[src/rtl/target_pkg.sv]
// Shared definitions for the target bank.
//   STATE_W          width of one channel's state encoding
//   target_state_e   per-channel lifecycle states
package target_pkg;

  localparam int STATE_W = 3;

  typedef enum logic [STATE_W-1:0] {
    T_WAIT   = 3'd0,
    T_CLEAR  = 3'd1,
    T_FADE   = 3'd2,
    T_TAR    = 3'd3,
    T_HIT    = 3'd4,
    T_ESCAPE = 3'd5
  } target_state_e;

endpackage

[src/rtl/target_bank_fsm_if.sv]
// Signal bundle between the spawn/collision logic (master) and the target
// bank (slave). The renderer and score keeper observe the slave outputs.
//   titleoff, over      game-level controls
//   spawn, kill         per-target requests
//   clear/fade/tar/hit  one-hot Moore state per target
//   hit_pulse/esc_pulse one-cycle event pulses
//   live_count          number of targets in TAR
//   state_dbg           raw per-channel state, channel i at [i*STATE_W +: STATE_W]
//
// Signalling: there is no valid/ready pairing here. spawn and kill are levels
// sampled on every rising clk edge; the bank never back-pressures. A request
// that arrives while its channel cannot act on it is dropped, not queued.
interface target_bank_fsm_if
  import target_pkg::*;
#(
  parameter int NUM_TARGETS = 4
);
  localparam int LC_W = $clog2(NUM_TARGETS + 1);

  logic                           titleoff;
  logic                           over;
  logic [NUM_TARGETS-1:0]         spawn;
  logic [NUM_TARGETS-1:0]         kill;
  logic [NUM_TARGETS-1:0]         clear;
  logic [NUM_TARGETS-1:0]         fade;
  logic [NUM_TARGETS-1:0]         tar;
  logic [NUM_TARGETS-1:0]         hit;
  logic [NUM_TARGETS-1:0]         hit_pulse;
  logic [NUM_TARGETS-1:0]         esc_pulse;
  logic [LC_W-1:0]                live_count;
  logic [NUM_TARGETS*STATE_W-1:0] state_dbg;

  modport master (
    output titleoff, over, spawn, kill,
    input  clear, fade, tar, hit, hit_pulse, esc_pulse, live_count, state_dbg
  );

  modport slave (
    input  titleoff, over, spawn, kill,
    output clear, fade, tar, hit, hit_pulse, esc_pulse, live_count, state_dbg
  );
endinterface

[src/rtl/target_channel_fsm.sv]
// One target lifecycle: WAIT -> CLEAR -> FADE -> TAR -> HIT/ESCAPE -> CLEAR.
//   clk, resetn       clock, async active-low reset
//   abort             forces WAIT from any state, highest priority
//   spawn, kill       level requests for this channel
//   clear/fade/tar/hit  Moore state decode
//   hit_pulse/esc_pulse registered, high in the first HIT / ESCAPE cycle
//   state_dbg         current state register
module target_channel_fsm
  import target_pkg::*;
#(
  parameter int TIMER_W       = 26,
  parameter int FADE_CYCLES   = 15000000,
  parameter int HIT_CYCLES    = 15000000,
  parameter int ESCAPE_CYCLES = 50000000
) (
  input  logic               clk,
  input  logic               resetn,
  input  logic               abort,
  input  logic               spawn,
  input  logic               kill,
  output logic               clear,
  output logic               fade,
  output logic               tar,
  output logic               hit,
  output logic               hit_pulse,
  output logic               esc_pulse,
  output logic [STATE_W-1:0] state_dbg
);
  // Exit compares against N-1 so a state is occupied for exactly N cycles.
  localparam logic [TIMER_W-1:0] FADE_LAST = TIMER_W'(FADE_CYCLES - 1);
  localparam logic [TIMER_W-1:0] HIT_LAST  = TIMER_W'(HIT_CYCLES - 1);
  localparam logic [TIMER_W-1:0] ESC_LAST  =
    TIMER_W'((ESCAPE_CYCLES == 0) ? 0 : ESCAPE_CYCLES - 1);
  localparam logic               ESC_EN    = (ESCAPE_CYCLES != 0);

  target_state_e      state_q, state_d;
  logic [TIMER_W-1:0] timer_q;

  always_ff @(posedge clk or negedge resetn) begin
    if (!resetn) begin
      state_q   <= T_WAIT;
      timer_q   <= '0;
      hit_pulse <= 1'b0;
      esc_pulse <= 1'b0;
    end else begin
      state_q <= state_d;
      // Timer restarts on any state change and sticks at all-ones.
      if (state_d != state_q) timer_q <= '0;
      else if (timer_q != '1) timer_q <= timer_q + TIMER_W'(1);
      // An abort drives state_d to WAIT, which suppresses both pulses.
      hit_pulse <= (state_q == T_TAR) && (state_d == T_HIT);
      esc_pulse <= (state_q == T_TAR) && (state_d == T_ESCAPE);
    end
  end

  always_comb begin
    state_d = state_q;
    if (abort) begin
      state_d = T_WAIT;
    end else begin
      unique case (state_q)
        T_WAIT:   state_d = T_CLEAR;
        T_CLEAR:  if (spawn) state_d = T_FADE;
        T_FADE:   if (timer_q == FADE_LAST) state_d = T_TAR;
        T_TAR: begin
          // kill on the last TAR cycle beats the escape.
          if (kill) state_d = T_HIT;
          else if (ESC_EN && (timer_q == ESC_LAST)) state_d = T_ESCAPE;
        end
        T_HIT:    if (timer_q == HIT_LAST) state_d = T_CLEAR;
        T_ESCAPE: state_d = T_CLEAR;
        default:  state_d = T_WAIT;
      endcase
    end
  end

  always_comb begin
    clear     = (state_q == T_CLEAR);
    fade      = (state_q == T_FADE);
    tar       = (state_q == T_TAR);
    hit       = (state_q == T_HIT);
    state_dbg = state_q;
  end
endmodule

[src/rtl/target_bank_fsm.sv]
// Bank of NUM_TARGETS independent target channels.
//   clk, resetn   clock, async active-low reset
//   bus           target_bank_fsm_if slave side (controls, requests, outputs)
module target_bank_fsm
  import target_pkg::*;
#(
  parameter int NUM_TARGETS   = 4,
  parameter int TIMER_W       = 26,
  parameter int FADE_CYCLES   = 15000000,
  parameter int HIT_CYCLES    = 15000000,
  parameter int ESCAPE_CYCLES = 50000000
) (
  input  logic              clk,
  input  logic              resetn,
  target_bank_fsm_if.slave  bus
);
  localparam int LC_W = $clog2(NUM_TARGETS + 1);

  logic                           abort;
  logic [NUM_TARGETS-1:0]         clear_v, fade_v, tar_v, hit_v, hp_v, ep_v;
  logic [NUM_TARGETS*STATE_W-1:0] state_v;
  logic [LC_W-1:0]                live_cnt;

  assign abort = !bus.titleoff || bus.over;

  for (genvar g = 0; g < NUM_TARGETS; g++) begin : g_ch
    target_channel_fsm #(
      .TIMER_W      (TIMER_W),
      .FADE_CYCLES  (FADE_CYCLES),
      .HIT_CYCLES   (HIT_CYCLES),
      .ESCAPE_CYCLES(ESCAPE_CYCLES)
    ) u_ch (
      .clk       (clk),
      .resetn    (resetn),
      .abort     (abort),
      .spawn     (bus.spawn[g]),
      .kill      (bus.kill[g]),
      .clear     (clear_v[g]),
      .fade      (fade_v[g]),
      .tar       (tar_v[g]),
      .hit       (hit_v[g]),
      .hit_pulse (hp_v[g]),
      .esc_pulse (ep_v[g]),
      .state_dbg (state_v[g*STATE_W +: STATE_W])
    );
  end

  always_comb begin
    live_cnt = '0;
    for (int i = 0; i < NUM_TARGETS; i++) live_cnt = live_cnt + LC_W'(tar_v[i]);
  end

  assign bus.clear      = clear_v;
  assign bus.fade       = fade_v;
  assign bus.tar        = tar_v;
  assign bus.hit        = hit_v;
  assign bus.hit_pulse  = hp_v;
  assign bus.esc_pulse  = ep_v;
  assign bus.live_count = live_cnt;
  assign bus.state_dbg  = state_v;
endmodule

[src/flat_wrapper.sv]
// flat-port wrapper written by rule: the top's interface ports become plain ports
module target_bank_fsm_flat import target_pkg::*;
#(
  parameter int NUM_TARGETS   = 4,
  parameter int TIMER_W       = 26,
  parameter int FADE_CYCLES   = 15000000,
  parameter int HIT_CYCLES    = 15000000,
  parameter int ESCAPE_CYCLES = 50000000
)
  (clk, resetn, bus_titleoff, bus_over, bus_spawn, bus_kill, bus_clear, bus_fade, bus_tar, bus_hit, bus_hit_pulse, bus_esc_pulse, bus_live_count, bus_state_dbg);
  target_bank_fsm_if #(.NUM_TARGETS(NUM_TARGETS)) bus_i ();
  input  logic clk;
  input  logic resetn;
  input wire logic [$bits(bus_i.titleoff)-1:0] bus_titleoff;
  input wire logic [$bits(bus_i.over)-1:0] bus_over;
  input wire logic [$bits(bus_i.spawn)-1:0] bus_spawn;
  input wire logic [$bits(bus_i.kill)-1:0] bus_kill;
  output wire logic [$bits(bus_i.clear)-1:0] bus_clear;
  output wire logic [$bits(bus_i.fade)-1:0] bus_fade;
  output wire logic [$bits(bus_i.tar)-1:0] bus_tar;
  output wire logic [$bits(bus_i.hit)-1:0] bus_hit;
  output wire logic [$bits(bus_i.hit_pulse)-1:0] bus_hit_pulse;
  output wire logic [$bits(bus_i.esc_pulse)-1:0] bus_esc_pulse;
  output wire logic [$bits(bus_i.live_count)-1:0] bus_live_count;
  output wire logic [$bits(bus_i.state_dbg)-1:0] bus_state_dbg;
  assign bus_i.titleoff = bus_titleoff;
  assign bus_i.over = bus_over;
  assign bus_i.spawn = bus_spawn;
  assign bus_i.kill = bus_kill;
  assign bus_clear = bus_i.clear;
  assign bus_fade = bus_i.fade;
  assign bus_tar = bus_i.tar;
  assign bus_hit = bus_i.hit;
  assign bus_hit_pulse = bus_i.hit_pulse;
  assign bus_esc_pulse = bus_i.esc_pulse;
  assign bus_live_count = bus_i.live_count;
  assign bus_state_dbg = bus_i.state_dbg;
  target_bank_fsm #(.NUM_TARGETS(NUM_TARGETS), .TIMER_W(TIMER_W), .FADE_CYCLES(FADE_CYCLES), .HIT_CYCLES(HIT_CYCLES), .ESCAPE_CYCLES(ESCAPE_CYCLES)) u_core (.clk(clk), .resetn(resetn), .bus(bus_i));
endmodule
[config.mk]
export PLATFORM = sky130hd
export DESIGN_NAME = target_bank_fsm_flat
export DESIGN_NICKNAME = d
export VERILOG_FILES = /design/src/rtl/target_pkg.sv /design/src/rtl/target_bank_fsm_if.sv /design/src/rtl/target_channel_fsm.sv /design/src/rtl/target_bank_fsm.sv /design/src/flat_wrapper.sv
export SDC_FILE = /design/constraint.sdc
export NUM_CORES = 1
export LEC_CHECK = 0
export CORE_MARGIN = 2
export CORE_UTILIZATION = 40
export CTS_BUF_LIST = sky130_fd_sc_hd__clkbuf_8
export CTS_CLUSTER_SIZE = 28
export DETAILED_ROUTE_END_ITERATION = 8
export PLACE_DENSITY = 0.58
export SYNTH_ARGS = -nofsm -noshare
export SYNTH_HDL_FRONTEND = slang
export SYNTH_SLANG_ARGS = --single-unit
[constraint.sdc]
create_clock -name clk -period 5.1 [get_ports clk]
set_input_delay 1.02 -clock clk [delete_from_list [all_inputs] [get_ports clk]]
set_output_delay 1.02 -clock clk [all_outputs]
set_load 0.005 [all_outputs]
==> qor.yml, run 1 <==
drt:
  antenna_left: 0
  drt-total-wl_microns: 18990
  drc_errors: 0
  vias_per_cell: 5.689
  drt_pass1_iterations: 5
  post_drt_wl_per_cell_microns: 16.71
  dr.first_iter.drc_count: 465
  vias: 6468
sta:
  slew_violations: 0
  rsz0062_at_grt: "false"
  fin_crit_sh_pct: 76.09
  tightest_slew_ns: 1.204
  fin_setup_tns_ns: 0
  hold_slack_ns: 0.5628
  max_freq_ghz: 0.2577
  period_minus_slack_ns: 3.881
  slew_headroom_pct: 18.98
  finalClockSkew_ns: 0.01595
  finalSetupViolCount: 0
  hold_viol: 0
clock_tree:
  clkLatencyLatePin_ns: 0.44
  cts_tree: "done"
  clockRootBuffer: "clkbuf_8"
  cts.sinks: 124
  cts_buffers: 17
  cts-resized-gates: 0
  cts_buffer_depth: 2
  cts_setup_buffers: 0
  htreeDepth: 4
  clkSlewWorstSetupHoldPaths_ns: 0.07
  cts_hold_buffers: 0
placed_design:
  dp_cells: 1107
  portBuffers: 50
  hpwl_microns: 12970
  gp_congestion: 0.8369
  place_area_sq_um: 8173
power:
  p_per_area_nw_per_um2: 248.4
  p_leak_uw: 0.003202
  peakVddDrop_v: 0.0001559
setup_path:
  crit_cells: 6
  critPathCaptureType: "primary output"
  cp_cell_sequence: "nand2_1 > nor2_1 > ha_1 > fa_1 > ha_1 > clkdlybuf4s50_1"
  critPathMaxStageDelay_ns: 0.51
  worstSetupPathType: "register to primary output"
  crit_path_frequent_cell: "ha_1"
  r2r-start: "u_core.g_ch[1].u_ch.timer_q[10]$_DFFE_PN0P_"
  cp.arrival_ns: 2.86
  startpoint: "u_core.g_ch[1].u_ch.state_dbg[1]$_DFF_PN0_"
  timing.critical_path.buf_inv: 1
  worst-path-max-fanout: 8
  rr_endpoint: "u_core.g_ch[1].u_ch.timer_q[0]$_DFFE_PN0P_"
  crit_family: "adder cells"
  cp_slowest_cell: "dfrtp_1"
  cp.required_ns: 4.08
  crit_path_start_kind: "register"
  r2r_cells: 5
  worst-r2r-setup-slack_ns: 2.19
  critPathCapture: "bus_live_count[1]"
finish:
  multi_input_area_sq_um: 4134
  fin_area_sq_um: 8549
  final_cells: 1137
  nFillCells: 1866
  area_growth_syn_to_layout_pct: 10.58
  drive_above_1_share_pct: 6.956
  nets: 885
  final_core_util_pct: 45.40
  antennaDiodeCount: 0
  seqCellArea_sq_um: 3103
synth:
  synth_edf_count: 0
  syn_area_per_cell_sq_um: 8.917
  synth_area_sq_um: 7731
  synthArstFlopShare_pct: 100.0
  ys_top_cells_by_area: "dfrtp_1, xnor2_1, nor2_1"
  yosys_warnings: 0
  yosysSeqAreaShare_pct: 40.14
  syn_nets: 886
  syn_inst: 867
  ys_top_cells_by_count: "dfrtp_1, nor2_1, nand2_1"
  ys_seq_elements: 124
  synth.most_common_cell: "dfrtp_1"
  synthFlopType: "dfrtp_1"
  yosysTopAreaCell: "dfrtp_1"
  synth_cell_type_count: 73
  synth_top_area_share_pct: 40.14
global_route:
  track_usage_pct: 19.62
  overflow: 0
  grt_pass1_wl_microns: 31850
  grt_max_degree: 83
  antenna_found_initial: 0
  grt_pass1_vias: 6084
die:
  row_count: 50
  start_util_pct: 41.06
  die_x_microns: 143.0
  dieHeight_microns: 143.0
  io-pin-count: 51
  core_sq_um: 18830
  dieArea_sq_um: 20460
run_status:
  outcome: "finished, final reports clean"
run:
  drv_cap: 0
worst_hold_path:
  hold_class: "register to register"
==> through the flow <==
stage,setup slack [ns],power [uW]
after floorplan,2.295,1225
after global placement,1.571,1293
after detailed placement,1.513,1296
after CTS,1.160,2157
after global routing,1.063,2235
final,1.219,2123
==> cell usage in the layout, fill, tap and decap left out, drive strengths merged, types with 16 or more instances in the layout <==
| cell | n |
|---|---|
| dfrtp | 124 |
| nor2 | 86 |
| nand2 | 49 |
| clkdlybuf4s50 | 49 |
| nand3 | 49 |
| a21oi | 46 |
| xnor2 | 45 |
| nor3 | 42 |
| nand4 | 29 |
| o21ai | 25 |
| or4 | 22 |
| nor4 | 21 |
| clkbuf | 20 |
| o31ai | 19 |
| inv | 18 |
| a211oi | 18 |
| and4 | 17 |
| xor2 | 17 |
| or3 | 16 |
==> cells by family after synthesis <==
logic type	share of synthesized area [%]
AO/OA/AOI/OAI	13.64
adder cells (fa/ha/maj)	1.230
buffers and inverters	6.587
AND/OR/NAND/NOR	30.60
multiplexers	0.7769
flip-flops	40.14
XOR/XNOR	7.024
==> flip-flops by register name, summed over array words and instances, names as in the netlist <==
register / cells
u_core.g_ch.u_ch.esc_pulse: 4
u_core.g_ch.u_ch.timer_q: 104
u_core.g_ch.u_ch.hit_pulse: 4
u_core.g_ch.u_ch.state_dbg: 12
==> area by class of cell <==
class                      instances  share of cell area, %
clock inverter                    10                  1.185
tap                              260                  3.805
clock buffer                      20                  3.220
sequential                       124                  36.29
inverter                          15                 0.6586
multi-input combinational        651                  48.35
timing repair buffer              57                  6.483
==> layer usage <==
layer  routed length (microns)  GRT usage (%)
met1                      9256          27.94
met2                      8953          30.62
met3                       674          4.058
met4                       110          4.638
met5                         0              0
==> power by group <==
part	leakage [uW]	internal, uW	switching, uW
Clock	0.000200	460	391
Combinational	0.00129	80.4	116
Sequential	0.00171	1020	56.5
==> worst min-delay path by stage <==
stage                                           startpoint                                           to  slack [ns]  depth (start not counted)
2_1_floorplan  u_core.g_ch[0].u_ch.timer_q[25]$_DFFE_PN0P_  u_core.g_ch[0].u_ch.timer_q[25]$_DFFE_PN0P_        0.49                          1
3_3_place_gp    u_core.g_ch[0].u_ch.timer_q[5]$_DFFE_PN0P_   u_core.g_ch[0].u_ch.timer_q[5]$_DFFE_PN0P_        0.54                          2
3_5_place_dp    u_core.g_ch[0].u_ch.timer_q[5]$_DFFE_PN0P_   u_core.g_ch[0].u_ch.timer_q[5]$_DFFE_PN0P_        0.54                          2
4_1_cts         u_core.g_ch[0].u_ch.timer_q[5]$_DFFE_PN0P_   u_core.g_ch[0].u_ch.timer_q[5]$_DFFE_PN0P_        0.56                          2
5_1_grt         u_core.g_ch[0].u_ch.timer_q[5]$_DFFE_PN0P_   u_core.g_ch[0].u_ch.timer_q[5]$_DFFE_PN0P_        0.59                          2
6_report       u_core.g_ch[0].u_ch.timer_q[25]$_DFFE_PN0P_  u_core.g_ch[0].u_ch.timer_q[25]$_DFFE_PN0P_        0.56                          1
(Power assumes the default switching activity.)
==> run 2, diff against run 1 <==
PLACE_DENSITY = 0.6   (was 0.58)
clock period = 3.42 ns   (was 5.1 ns; I/O delays follow)
==> run 2 against run 1 <==
Effect of this change: clock skew is 0.00083 ns lower; wire length up 1.9%; sequential cell count unchanged; clock-buffer cell count shrank 1; first-iteration DRC count is 0.22% lower; clock power rose by 71%; non-clock buffer count grew 15; final cell count grew 1.5%; die area stayed put; setup slack got worse by 1.0 ns; critical path type unchanged.
==> qor.yml, run 2 (synthesis results as in run 1) <==
setup_path:
  worst-path-max-fanout: 3
  critPathCaptureType: "primary output"
  crit_path_start_kind: "register"
  cp.arrival_ns: 2.54
  cp.required_ns: 2.74
  worstSetupPathType: "register to primary output"
drt:
  drt_pass1_iterations: 7
  antenna_left: 0
  vias_per_cell: 5.733
  drc_errors: 0
  dr.first_iter.drc_count: 464
  vias: 6616
  drt-total-wl_microns: 19360
  post_drt_wl_per_cell_microns: 16.78
global_route:
  grt.met2_usage_pct: 31.00
  grt_use_met1_pct: 28.15
  grt_pass1_wl_microns: 32610
  overflow: 0
  track_usage_pct: 19.77
  antenna_found_initial: 0
  grt_max_degree: 66
  grt_use_met3_pct: 3.655
  grt_pass1_vias: 6303
  grt.busiest_layer: "met2"
sta:
  max_freq_ghz: 0.3104
  fin_setup_tns_ns: 0
  finalSetupViolCount: 0
  hold_viol: 0
  finalClockSkew_ns: 0.01512
  tightest_slew_ns: 1.014
  period_minus_slack_ns: 3.222
  rsz0062_at_grt: "false"
  slew_headroom_pct: 31.81
  slew_violations: 0
  fin_crit_sh_pct: 94.21
run:
  drv_cap: 0
die:
  row_count: 50
  io-pin-count: 51
  dieHeight_microns: 143.0
  die_x_microns: 143.0
  dieArea_sq_um: 20460
  core_sq_um: 18830
  start_util_pct: 41.06
power:
  p_leak_uw: 0.003303
  p_per_area_nw_per_um2: 385.1
  pwr-share-seq_pct: 47.6
  p_int_uw: 2476
  clkPwrFrac_pct: 43.2
  pwr-share-comb_pct: 9.2
  peakVddDrop_v: 0.0002236
  power.share.switching_pct: 26.40
  power.net_switching_uw: 888.0
finish:
  final_cell_mix: "dfrtp_1, nor2_1, nand2_1, clkdlybuf4s50_1, nand3_1"
  final_core_util_pct: 46.39
  top_register: "u_core.g_ch.u_ch.timer_q"
  antennaDiodeCount: 0
  largest_reg_flops: 104
  final_common_cell: "dfrtp_1"
  nets: 900
  drive_above_1_share_pct: 9.060
  nFillCells: 1850
  area_growth_syn_to_layout_pct: 13.00
clock_tree:
  clockRootBuffer: "clkbuf_8"
  cts_hold_buffers: 0
  clkLatencyLatePin_ns: 0.44
  cts_buffers: 17
  cts_buffer_depth: 2
  cts_tree: "done"
  clkSlewWorstSetupHoldPaths_ns: 0.08
  htreeDepth: 4
  cts.sinks: 124
run_status:
  outcome: "finished, final reports clean"
worst_hold_path:
  hold_class: "primary input to async pin"
placed_design:
  hpwl_microns: 13100
  portBuffers: 50
  gp_congestion: 0.8267
==> run 2: cell types whose count changed in the layout (fill, tap and decap cells not counted), sizes merged <==
cell	delta
buf	+15
bufinv	+2
clkbuf	-1
clkinv	+1
clkinvlp	+1
inv	-1
==> run 2: final cells by class <==
| type | count | area (sq um) | area share [%] |
|---|---|---|---|
| clock buffers | 19 | 261.5 | 2.993 |
| clock inverters | 13 | 173.9 | 1.991 |
| inverters | 15 | 56.30 | 0.6445 |
| multi-input cells | 651 | 4134 | 47.32 |
| flip-flops and latches | 124 | 3105 | 35.55 |
| well taps | 260 | 325.3 | 3.724 |
| repair buffers | 72 | 679.4 | 7.777 |
==> run 2: critical path, stage by stage (launching register included) <==
cell and delay [ns]:
dfrtp_1 0.37, and3b_1 0.32, ha_1 0.28, fa_1 0.37, ha_1 0.28, clkdlybuf4s50_1 0.49
==> run 2: worst paths after layout <==
| check | start | to | slack (ns) | cells past startpoint |
|---|---|---|---|---|
| max | u_core.g_ch[0].u_ch.state_dbg[2]$_DFF_PN0_ | bus_live_count[1] | 0.20 | 5 |
| min | resetn | u_core.g_ch[0].u_ch.timer_q[14]$_DFFE_PN0P_ | 0.22 | 1 |
| max reg2reg | u_core.g_ch[3].u_ch.timer_q[22]$_DFFE_PN0P_ | u_core.g_ch[3].u_ch.timer_q[12]$_DFFE_PN0P_ | 0.88 | 5 |
| min reg2reg | u_core.g_ch[0].u_ch.timer_q[5]$_DFFE_PN0P_ | u_core.g_ch[0].u_ch.timer_q[5]$_DFFE_PN0P_ | 0.57 | 2 |
| max in group asynchronous | resetn | u_core.g_ch[1].u_ch.state_dbg[1]$_DFF_PN0_ | 2.41 | 2 |
| min in group clk | u_core.g_ch[0].u_ch.timer_q[5]$_DFFE_PN0P_ | u_core.g_ch[0].u_ch.timer_q[5]$_DFFE_PN0P_ | 0.57 | 2 |
==> run 2: repair_timing <==
item	in CTS	in global routing
gates resized for setup	0	2
buffers inserted	0	0
endpoints found under the setup margin	0	1
==> run 2: routing by layer <==
| metal | part of all wire [%] | vias to the layer above |
|---|---|---|
| met3 | 4.0 | 21 |
| met1 | 49 | 3215 |
| met5 | 0 | - |
| li1 | - | 3225 |
| met2 | 46 | 155 |
| met4 | 0.90 | 0 |
==> run 2: per-stage QoR <==
step	cell area, sq um	power [uW]	hold slack (ns)	worst slack, ns	cells
final	8736	3364	0.2160	0.1979	1154
after detailed placement	8298	1941	0.5465	0.5104	1122
after global placement	8298	1938	0.5375	0.5718	1122
after floorplan	7731	1827	0.3884	0.9513	867
after CTS	8733	3404	0.2108	0.06610	1154
after global routing	8736	3514	0.2365	0.01577	1154
==> run 2: power by group through the flow <==
stage / clock [uW] / combinational [uW] / sequential [uW]
CTS: 1490 / 316 / 1600
finish: 1450 / 311 / 1600
floorplan: 0 / 217 / 1610
global route: 1550 / 355 / 1610
global placement: 0 / 310 / 1630
detailed placement: 0 / 314 / 1630
==> run 3, diff against run 2 <==
PLACE_DENSITY = 0.58   (was 0.6)
clock period = 3.5 ns   (was 3.42 ns; I/O delays follow)
==> run 3 against run 2 <==
Effect of this change: core utilization decreased by 0.093 points; global-route usage increased by 0.27 points; worst hold slack improved by 0.025 ns; via count increased by 0.21%; power decreased by 7.3%; non-clock buffer count increased by 2; cell area decreased by 0.20%; sequential cell count unchanged; wire length increased by 1.2%; first-iteration DRC count increased by 5.4%; final cell count unchanged; combinational power increased by 1%; largest cell class unchanged.
==> qor.yml, run 3 (synthesis results as in run 1) <==
run_status:
  outcome: "finished, final reports clean"
global_route:
  grt_pass1_wl_microns: 32860
  track_usage_pct: 20.04
  grt_max_degree: 59
  antenna_found_initial: 0
  grt_pass1_vias: 6293
  overflow: 0
drt:
  drt_pass1_iterations: 7
  vias: 6630
  vias_per_cell: 5.745
  post_drt_wl_per_cell_microns: 16.97
  drc_errors: 0
  antenna_left: 0
  drt-total-wl_microns: 19580
  dr.first_iter.drc_count: 489
power:
  pwr-share-comb_pct: 10.1
  totalPowerFinal_uw: 3119
  power.share.switching_pct: 26.56
  p_int_uw: 2290
  p_per_area_nw_per_um2: 357.7
  clkPwrFrac_pct: 39.8
  p_leak_uw: 0.003307
  power.net_switching_uw: 828.4
  pwr-share-seq_pct: 50.1
  peakVddDrop_v: 0.0003372
setup_path:
  worstSetupPathType: "register to primary output"
  crit_path_start_kind: "register"
  rr_endpoint: "u_core.g_ch[3].u_ch.timer_q[24]$_DFFE_PN0P_"
  cp_cell_sequence: "nand2_1 > nor2_1 > ha_1 > fa_1 > ha_1 > clkdlybuf4s50_1"
  cp.required_ns: 2.80
  critPathMaxStageDelay_ns: 0.49
  critPathCapture: "bus_live_count[1]"
  worst-path-max-fanout: 8
  r2r_cells: 5
  worst-r2r-setup-slack_ns: 0.92
  timing.critical_path.buf_inv: 1
  cp_slowest_cell: "clkdlybuf4s50_1"
  critPathCaptureType: "primary output"
  cp.arrival_ns: 2.60
  crit_family: "adder cells"
  crit_path_frequent_cell: "ha_1"
  crit_cells: 6
  startpoint: "u_core.g_ch[1].u_ch.state_dbg[1]$_DFF_PN0_"
  r2r-start: "u_core.g_ch[3].u_ch.timer_q[9]$_DFFE_PN0P_"
placed_design:
  hpwl_microns: 13480
  dp_cells: 1124
  portBuffers: 50
  gp_congestion: 0.8296
die:
  dieArea_sq_um: 20460
  row_count: 50
  die_x_microns: 143.0
  dieHeight_microns: 143.0
  io-pin-count: 51
  core_sq_um: 18830
  start_util_pct: 41.06
sta:
  finalClockSkew_ns: 0.009464
  period_minus_slack_ns: 3.299
  hold_slack_ns: 0.2411
  fin_crit_sh_pct: 94.26
  tightest_slew_ns: 0.9488
  max_freq_ghz: 0.3031
  fin_setup_tns_ns: 0
  finalSetupViolCount: 0
  slew_violations: 0
  hold_viol: 0
  slew_headroom_pct: 36.22
  rsz0062_at_grt: "false"
clock_tree:
  cts_setup_buffers: 0
  cts_buffers: 17
  clockRootBuffer: "clkbuf_8"
  htreeDepth: 4
  cts.sinks: 124
  clkSlewWorstSetupHoldPaths_ns: 0.07
  cts_hold_buffers: 0
  cts_tree: "done"
  clkLatencyLatePin_ns: 0.44
  cts_buffer_depth: 2
  cts-resized-gates: 0
run:
  drv_cap: 0
finish:
  top_register: "u_core.g_ch.u_ch.timer_q"
  final_common_cell: "dfrtp_1"
  drive_above_1_share_pct: 8.949
  nets: 902
  area_growth_syn_to_layout_pct: 12.77
  final_cells: 1154
  final_cell_mix: "dfrtp_1, nor2_1, nand2_1, clkdlybuf4s50_1, nand3_1"
  antennaDiodeCount: 0
  largest_reg_flops: 104
worst_hold_path:
  hold_class: "primary input to async pin"
[run 3: cell types whose count changed in the layout (fill, tap and decap cells not counted), sizes merged]
cell	delta
clkinv	+1
buf	+2
bufinv	-2
clkinvlp	-2
clkbuf	+1
[run 3: worst min-delay path by stage]
| stage | startpoint | endpoint | slack [ns] | cells past startpoint |
|---|---|---|---|---|
| floorplan | resetn | u_core.g_ch[0].u_ch.esc_pulse$_DFF_PN0_ | 0.40 | 0 |
| global placement | u_core.g_ch[0].u_ch.timer_q[25]$_DFFE_PN0P_ | u_core.g_ch[0].u_ch.timer_q[25]$_DFFE_PN0P_ | 0.55 | 1 |
| detailed placement | u_core.g_ch[0].u_ch.timer_q[5]$_DFFE_PN0P_ | u_core.g_ch[0].u_ch.timer_q[5]$_DFFE_PN0P_ | 0.54 | 2 |
| CTS | resetn | u_core.g_ch[3].u_ch.timer_q[7]$_DFFE_PN0P_ | 0.25 | 1 |
| global route | resetn | u_core.g_ch[3].u_ch.timer_q[7]$_DFFE_PN0P_ | 0.25 | 1 |
| finish | resetn | u_core.g_ch[3].u_ch.timer_q[18]$_DFFE_PN0P_ | 0.24 | 1 |
[run 3: worst register-to-register path: cells and delay by family, from the launching register on]
kind,cells,cell delay [ns]
AND/OR/NAND/NOR,4,1.22
AO/OA/AOI/OAI,1,0.75
flip-flops,1,0.45
[run 3: power groups by stage]
stage,Combinational [uW],Sequential (uW),Clock [uW]
final,315,1560,1240
after global routing,355,1570,1350
after CTS,321,1560,1280
after detailed placement,320,1590,0
after global placement,315,1590,0
after floorplan,212,1570,0
[run 3: area by class of cell]
cell class,instances,area (sq um)
clock inverter,10,100.1
tap,260,325.3
inverter,15,56.30
clock buffer,20,275.3
multi-input combinational,651,4139
timing repair buffer,74,719.4
sequential,124,3103
fill,1839,10110
[run 3: stage by stage]
stage	utilization [%]	setup WS (ns)	instance area [sq um]
after CTS	46.27	0.1430	8713
after detailed placement	44.28	0.5601	8338
after global routing	46.30	0.05556	8718
after global placement	44.28	0.5755	8338
after floorplan	-	1.015	7731
final	46.30	0.2010	8718
[run 3: layer usage]
metal	wire length [microns]	GRT usage [%]	up-vias	share of wire [%]
met2	9154	31.45	121	47
met1	9465	28.14	3268	48
li1	-	-	3224	-
met4	210	5.055	0	1.1
met3	753	4.393	17	3.8
met5	0	0	-	0
